File: src/rtl/flag_board_if.sv
// Request, status and renderer-read signals of the flag storage stage.
// master drives coordinates/switches/read address; slave (flag_board) returns flags.
interface flag_board_if;
  logic [3:0] casilla_x;
  logic [3:0] casilla_y;
  logic [9:0] inputSwitchF;
  logic       cell_revealed;
  logic       clear_all;
  logic [3:0] rd_x;
  logic [3:0] rd_y;
  logic       rd_flag;
  logic [6:0] flag_count;
  logic [6:0] flags_left;
  logic       flag_ack;
  logic       flag_nack;
  logic       busy;

  modport master (
    output casilla_x, casilla_y, inputSwitchF, cell_revealed, clear_all, rd_x, rd_y,
    input  rd_flag, flag_count, flags_left, flag_ack, flag_nack, busy
  );

  modport slave (
    input  casilla_x, casilla_y, inputSwitchF, cell_revealed, clear_all, rd_x, rd_y,
    output rd_flag, flag_count, flags_left, flag_ack, flag_nack, busy
  );
endinterface

File: src/rtl/flag_board.sv
// Per-cell flag bitmap with read-modify-write toggle FSM, flag counter and registered read port.
// Define FLAG_LIMIT_EN to reject setting flags once flag_count reaches MAX_FLAGS.
module flag_board #(
  parameter int unsigned GRID_W       = 8,
  parameter int unsigned GRID_H       = 8,
  parameter int unsigned MAX_FLAGS    = 10,
  parameter logic [9:0]  FLAG_PATTERN = 10'b1111111011
) (
  input logic         clk,
  input logic         reset,
  flag_board_if.slave bus
);

  localparam int unsigned NCELLS = GRID_W * GRID_H;
  localparam int unsigned IDXW   = (NCELLS > 1) ? $clog2(NCELLS) : 1;
  localparam logic [IDXW-1:0] LAST_CELL = IDXW'(NCELLS - 1);
  localparam logic [4:0] GRID_W5 = 5'(GRID_W);
  localparam logic [4:0] GRID_H5 = 5'(GRID_H);
  localparam logic [6:0] MAX7    = 7'(MAX_FLAGS);

  typedef enum logic [1:0] {StClear, StIdle, StUpdate, StHold} state_e;

  state_e          state_q;
  logic [IDXW-1:0] sweep_q;
  logic [IDXW-1:0] cell_q;
  logic            cur_bit_q;
  logic [6:0]      count_q;
  logic            ack_q;
  logic            nack_q;
  logic            rd_flag_q;
  logic            mem [NCELLS];

  logic            req;
  logic            req_ok;
  logic            rd_ok;
  logic [8:0]      req_lin;
  logic [8:0]      rd_lin;
  logic [IDXW-1:0] req_idx;
  logic [IDXW-1:0] rd_idx;
  logic            set_blocked;
  logic            upd_we;

  always_comb begin
    req     = (bus.inputSwitchF == FLAG_PATTERN);
    req_ok  = ({1'b0, bus.casilla_x} < GRID_W5) && ({1'b0, bus.casilla_y} < GRID_H5);
    rd_ok   = ({1'b0, bus.rd_x} < GRID_W5) && ({1'b0, bus.rd_y} < GRID_H5);
    req_lin = 9'(bus.casilla_y) * 9'(GRID_W) + 9'(bus.casilla_x);
    rd_lin  = 9'(bus.rd_y) * 9'(GRID_W) + 9'(bus.rd_x);
    req_idx = req_lin[IDXW-1:0];
    rd_idx  = rd_lin[IDXW-1:0];
  end

  // The 7-bit counter must never wrap, so a full counter also blocks a set.
`ifdef FLAG_LIMIT_EN
  assign set_blocked = (count_q >= MAX7) || (count_q == 7'h7f);
`else
  assign set_blocked = (count_q == 7'h7f);
`endif

  assign upd_we = (state_q == StUpdate) && (cur_bit_q || !set_blocked);

  // Single write port: sweep in CLEAR, toggle in UPDATE; reset drops a pending toggle.
  always_ff @(posedge clk) begin
    if (!reset) begin
      if (state_q == StClear) begin
        mem[sweep_q] <= 1'b0;
      end else if (upd_we) begin
        mem[cell_q] <= ~cur_bit_q;
      end
    end
  end

  always_ff @(posedge clk) begin
    if (reset) begin
      state_q   <= StClear;
      sweep_q   <= '0;
      cell_q    <= '0;
      cur_bit_q <= 1'b0;
      count_q   <= '0;
      ack_q     <= 1'b0;
      nack_q    <= 1'b0;
      rd_flag_q <= 1'b0;
    end else begin
      ack_q     <= 1'b0;
      nack_q    <= 1'b0;
      rd_flag_q <= (state_q != StClear) && rd_ok && mem[rd_idx];
      unique case (state_q)
        StClear: begin
          sweep_q <= sweep_q + 1'b1;
          if (sweep_q == LAST_CELL) begin
            sweep_q <= '0;
            count_q <= '0;
            state_q <= StIdle;
          end
        end
        StIdle: begin
          if (bus.clear_all) begin
            sweep_q   <= '0;
            rd_flag_q <= 1'b0;
            state_q   <= StClear;
          end else if (req) begin
            cell_q    <= req_idx;
            cur_bit_q <= req_ok ? mem[req_idx] : 1'b0;
            if (!req_ok || bus.cell_revealed) begin
              nack_q  <= 1'b1;
              state_q <= StHold;
            end else begin
              state_q <= StUpdate;
            end
          end
        end
        StUpdate: begin
          if (cur_bit_q) begin
            count_q <= count_q - 1'b1;
            ack_q   <= 1'b1;
          end else if (set_blocked) begin
            nack_q  <= 1'b1;
          end else begin
            count_q <= count_q + 1'b1;
            ack_q   <= 1'b1;
          end
          // The toggle always completes; a pending wipe starts right after it.
          if (bus.clear_all) begin
            sweep_q   <= '0;
            rd_flag_q <= 1'b0;
            state_q   <= StClear;
          end else begin
            state_q <= StHold;
          end
        end
        StHold: begin
          if (bus.clear_all) begin
            sweep_q   <= '0;
            rd_flag_q <= 1'b0;
            state_q   <= StClear;
          end else if (!req) begin
            state_q <= StIdle;
          end
        end
        default: state_q <= StClear;
      endcase
    end
  end

  assign bus.rd_flag    = rd_flag_q;
  assign bus.flag_count = count_q;
  assign bus.flags_left = (count_q >= MAX7) ? 7'd0 : (MAX7 - count_q);
  assign bus.flag_ack   = ack_q;
  assign bus.flag_nack  = nack_q;
  assign bus.busy       = (state_q != StIdle);

endmodule
File: src/flat_wrapper.sv
// flat-port wrapper written by rule: the top's interface ports become plain ports
module flag_board_flat 
#(
  parameter int unsigned GRID_W       = 8,
  parameter int unsigned GRID_H       = 8,
  parameter int unsigned MAX_FLAGS    = 10,
  parameter logic [9:0]  FLAG_PATTERN = 10'b1111111011
)
  (clk, reset, bus_casilla_x, bus_casilla_y, bus_inputSwitchF, bus_cell_revealed, bus_clear_all, bus_rd_x, bus_rd_y, bus_rd_flag, bus_flag_count, bus_flags_left, bus_flag_ack, bus_flag_nack, bus_busy);
  flag_board_if bus_i ();
  input logic clk;
  input logic reset;
  input wire logic [$bits(bus_i.casilla_x)-1:0] bus_casilla_x;
  input wire logic [$bits(bus_i.casilla_y)-1:0] bus_casilla_y;
  input wire logic [$bits(bus_i.inputSwitchF)-1:0] bus_inputSwitchF;
  input wire logic [$bits(bus_i.cell_revealed)-1:0] bus_cell_revealed;
  input wire logic [$bits(bus_i.clear_all)-1:0] bus_clear_all;
  input wire logic [$bits(bus_i.rd_x)-1:0] bus_rd_x;
  input wire logic [$bits(bus_i.rd_y)-1:0] bus_rd_y;
  output wire logic [$bits(bus_i.rd_flag)-1:0] bus_rd_flag;
  output wire logic [$bits(bus_i.flag_count)-1:0] bus_flag_count;
  output wire logic [$bits(bus_i.flags_left)-1:0] bus_flags_left;
  output wire logic [$bits(bus_i.flag_ack)-1:0] bus_flag_ack;
  output wire logic [$bits(bus_i.flag_nack)-1:0] bus_flag_nack;
  output wire logic [$bits(bus_i.busy)-1:0] bus_busy;
  assign bus_i.casilla_x = bus_casilla_x;
  assign bus_i.casilla_y = bus_casilla_y;
  assign bus_i.inputSwitchF = bus_inputSwitchF;
  assign bus_i.cell_revealed = bus_cell_revealed;
  assign bus_i.clear_all = bus_clear_all;
  assign bus_i.rd_x = bus_rd_x;
  assign bus_i.rd_y = bus_rd_y;
  assign bus_rd_flag = bus_i.rd_flag;
  assign bus_flag_count = bus_i.flag_count;
  assign bus_flags_left = bus_i.flags_left;
  assign bus_flag_ack = bus_i.flag_ack;
  assign bus_flag_nack = bus_i.flag_nack;
  assign bus_busy = bus_i.busy;
  flag_board #(.GRID_W(GRID_W), .GRID_H(GRID_H), .MAX_FLAGS(MAX_FLAGS), .FLAG_PATTERN(FLAG_PATTERN)) u_core (.clk(clk), .reset(reset), .bus(bus_i));
endmodule
File: config.mk
export PLATFORM = sky130hd
export DESIGN_NAME = flag_board_flat
export DESIGN_NICKNAME = d
export VERILOG_FILES = /design/src/rtl/flag_board_if.sv /design/src/rtl/flag_board.sv /design/src/flat_wrapper.sv
export SDC_FILE = /design/constraint.sdc
export NUM_CORES = 1
export LEC_CHECK = 0
export ABC_CLOCK_PERIOD_IN_PS = 4200
export BUFFER_PORTS_ARGS = -buffer_cell sky130_fd_sc_hd__buf_2
export CORE_UTILIZATION = 60
export DETAILED_ROUTE_END_ITERATION = 12
export GPL_ROUTABILITY_DRIVEN = 0
export PLACE_DENSITY = 0.9
export SYNTH_ARGS = -nofsm -noshare
export SYNTH_HDL_FRONTEND = slang
export SYNTH_SLANG_ARGS = --single-unit
File: constraint.sdc
create_clock -name clk -period 4.2 [get_ports clk]
set_clock_uncertainty 0.05 [all_clocks]
set_input_delay 0.42 -clock clk [delete_from_list [all_inputs] [get_ports clk]]
set_output_delay 0.42 -clock clk [all_outputs]
set_load 0.03 [all_outputs]
==> metrics.csv <==
metric,value,unit
status,completed,
worst-margin pin slew,1.06,ns
asr flop ratio synth,0,%
H-tree depth,3,
Yosys cell types,48,
PortBufs,46,
Worst Hold Launch,bus_rd_y[3],
initial antenna violation count,0,
number of synthesized flops with an enable pin,64,
Syn Inst Count,466,
worst setup path class,reg -> reg,
# resized after CTS,0,
"non-filler cells, final",613,
diode count,0,
layout cell share with drive strength beyond 1,21.1,%
Worst Reg-to-Reg Cells,8,
Yosys reg bits,89,
Die Span Y,95.1,um
Leak,2.05,nW
Critical Path RT,4.24,ns
Hold Path Sink,u_core.bus.rd_flag,
post-CTS setup buffers,0,
Layout area overhead,9.15,%
via count,4192,
max cap viols,0,
Die Wd,95.1,um
Reg power frac,56.5,%
worst rel slew slack,29.1,%
Compound-Gate Fraction of Synth Area,7.44,%
clock latency on the worst-skew pair,0.37,ns
DP Worst Slack,1.39,ns
Ports,48,
first-pass GRT wire length,20800,um
Arrival @ worst endpoint,2.90,ns
Critical Path Fanout Max,29,
TritonRoute pass-1 iters,5,
largest family of logic cells by synthesized area,multiplexers,
hold depth,3,
minimum clock period after layout,2.87,ns
synthesized net count,515,
CTS Sinks,89,
post-synthesis sequential area ratio,46.6,%
Ys Warns,0,
global-route usage over all layers,31.5,%
Worst R2R End,u_core.mem[18],
most frequent cells in the layout,"nor2_1 (110), edfxtp_1 (64), buf_2 (46)",
CTS Hold Bufs,0,
xor and xnor area share after synthesis,1.35,%
CP startpoint kind,flip-flop,
worst min-delay path class,in -> reg,
Final HPWL DP,9490,um
setup TNS,0,ns
final WL,13300,um
simple-gate share of the synthesized area,16.4,%
final worst-path cycle share,68.2,%
CTS root buf,clkbuf_8,
post-route setup slack,1.33,ns
internal power,0.00122,W
"commonest non-fill, non-tap cell in the layout",nor2_1,
Max Slew Vio Count,0,
Worst VDD drop,0.165,mV
standard-cell rows,33,
logic gate share of total power,8.1,%
R2R setup slack,1.33,ns
final setup violating endpoints,0,
switching part of the total,26.3,%
aggregate global routing overflow,0,
post-route ant nets,0,
synthesized-area fraction occupied by adder cells,4.72,%
Fillers,561,
# nets final,552,
share of total power in the clock network,35.4,%
Setup crit end kind,flip-flop,
CTS tree,yes,
largest net degree at the start of global routing,65,
worst r2r src,u_core.bus.flag_count[0],
final hold vios,0,
Post-Syn Area,0.00520,sq mm
Finished Core Util,68.4,%
core box area,0.00830,sq mm
Remaining DRCs,0,
Synth Area per Inst,11.2,sq um
Worst-path clk slew,0.10,ns
RSZ-0062 raised after global routing,false,
Power Total,0.00166,W
First DRT Iteration DRCs,456,
P per Cell Area,293,mW/mm^2
TritonCTS Buffers,9,
drt wl/cell,21.7,um
Die ar.,0.00904,sq mm
Max Root-Sink Buffers,2,
Via density,6.84,
vias in the first global route,3997,
Initial Util,62.6,%
max frequency,0.349,GHz
Inst Count DP,597,
NetSw,0.000437,W
mux cell area share after synthesis,20.7,%
"Primary FF master, synth",edfxtp_1,
cells in the mapped netlist, drive strengths merged, types with 5 or more instances:
cell type,n,area (sq um)
nor2,111,417
edfxtp,64,1920
mux4,37,833
nand2,34,128
dfxtp,25,500
mux2i,20,200
a21oi,19,95.1
ha,18,225
clkbuf,15,56.3
inv,11,41.3
o21ai,10,50.1
nand3,8,40.0
nor3,8,40.0
a31oi,7,43.8
buf,7,43.8
nor2b,7,43.8
and3,5,31.3
nor3b,5,37.5
through the flow:
step                hold slack, ns  cell area, sq um
floorplan                    0.429              5200
global placement             0.444              5480
detailed placement           0.480              5480
CTS                          0.265              5670
global route                 0.274              5670
finish                       0.291              5670
flip-flops by register name, indices dropped and copies added, names as in the netlist:
| signal | cells |
|---|---|
| u_core.bus.flag_count | 7 |
| u_core.cur_bit_q | 1 |
| u_core.bus.flag_nack | 1 |
| u_core.sweep_q | 6 |
| u_core.bus.rd_flag | 1 |
| u_core.state_q | 2 |
| u_core.mem | 64 |
| u_core.cell_q | 6 |
| u_core.bus.flag_ack | 1 |
critical path, cell delays in order, from the launching register on:
cell	delay [ns]
dfxtp_1	0.52
ha_1	0.20
nand4_1	0.18
o211ai_1	0.24
buf_4	0.35
mux2_2	0.45
nor2_1	0.19
nand2_1	0.20
nor2_1	0.18
cell type report:
type,instances,area (sq um),share of cell area (%)
repair buffers,48,245,4.32
well taps,105,131,2.32
flip-flops and latches,89,2420,42.7
inverters,11,41.3,0.728
clock inverters,7,72.6,1.28
clock buffers,9,124,2.18
multi-input cells,344,2640,46.5
cell families after synthesis:
kind of cell | after synthesis
compound gates | 61
xor+xnor | 8
fa+ha+maj | 19
buf+inv | 33
flops | 89
mux | 61
other cells | 1
simple gates | 194
power groups by stage:
stage               combinational [W]  clock [W]  sequential, W
CTS                          0.000132   0.000588       0.000937
global placement             0.000125          0       0.000956
floorplan                   0.0000949          0       0.000955
global route                 0.000144   0.000629       0.000937
detailed placement           0.000131          0       0.000957
finish                       0.000135   0.000588       0.000937
layer usage:
layer,vias up,part of all wire (%),GRT usage (%)
met1,1972,35,40.4
li1,1803,-,-
met2,350,47,49.5
met3,67,13,7.81
met4,0,4.7,16.5
met5,-,0,0
worst max path at each step:
stage / start / to / depth (start not counted)
after floorplan: u_core.bus.flag_count[0] / u_core.mem[0] / 6
after global placement: u_core.bus.flag_count[0] / u_core.mem[61] / 7
after detailed placement: u_core.bus.flag_count[0] / u_core.mem[52] / 7
after CTS: u_core.bus.flag_count[0] / u_core.mem[52] / 7
after global routing: u_core.bus.flag_count[0] / u_core.mem[50] / 8
final: u_core.bus.flag_count[0] / u_core.mem[18] / 8
Power figures use the tool's default switching activity.
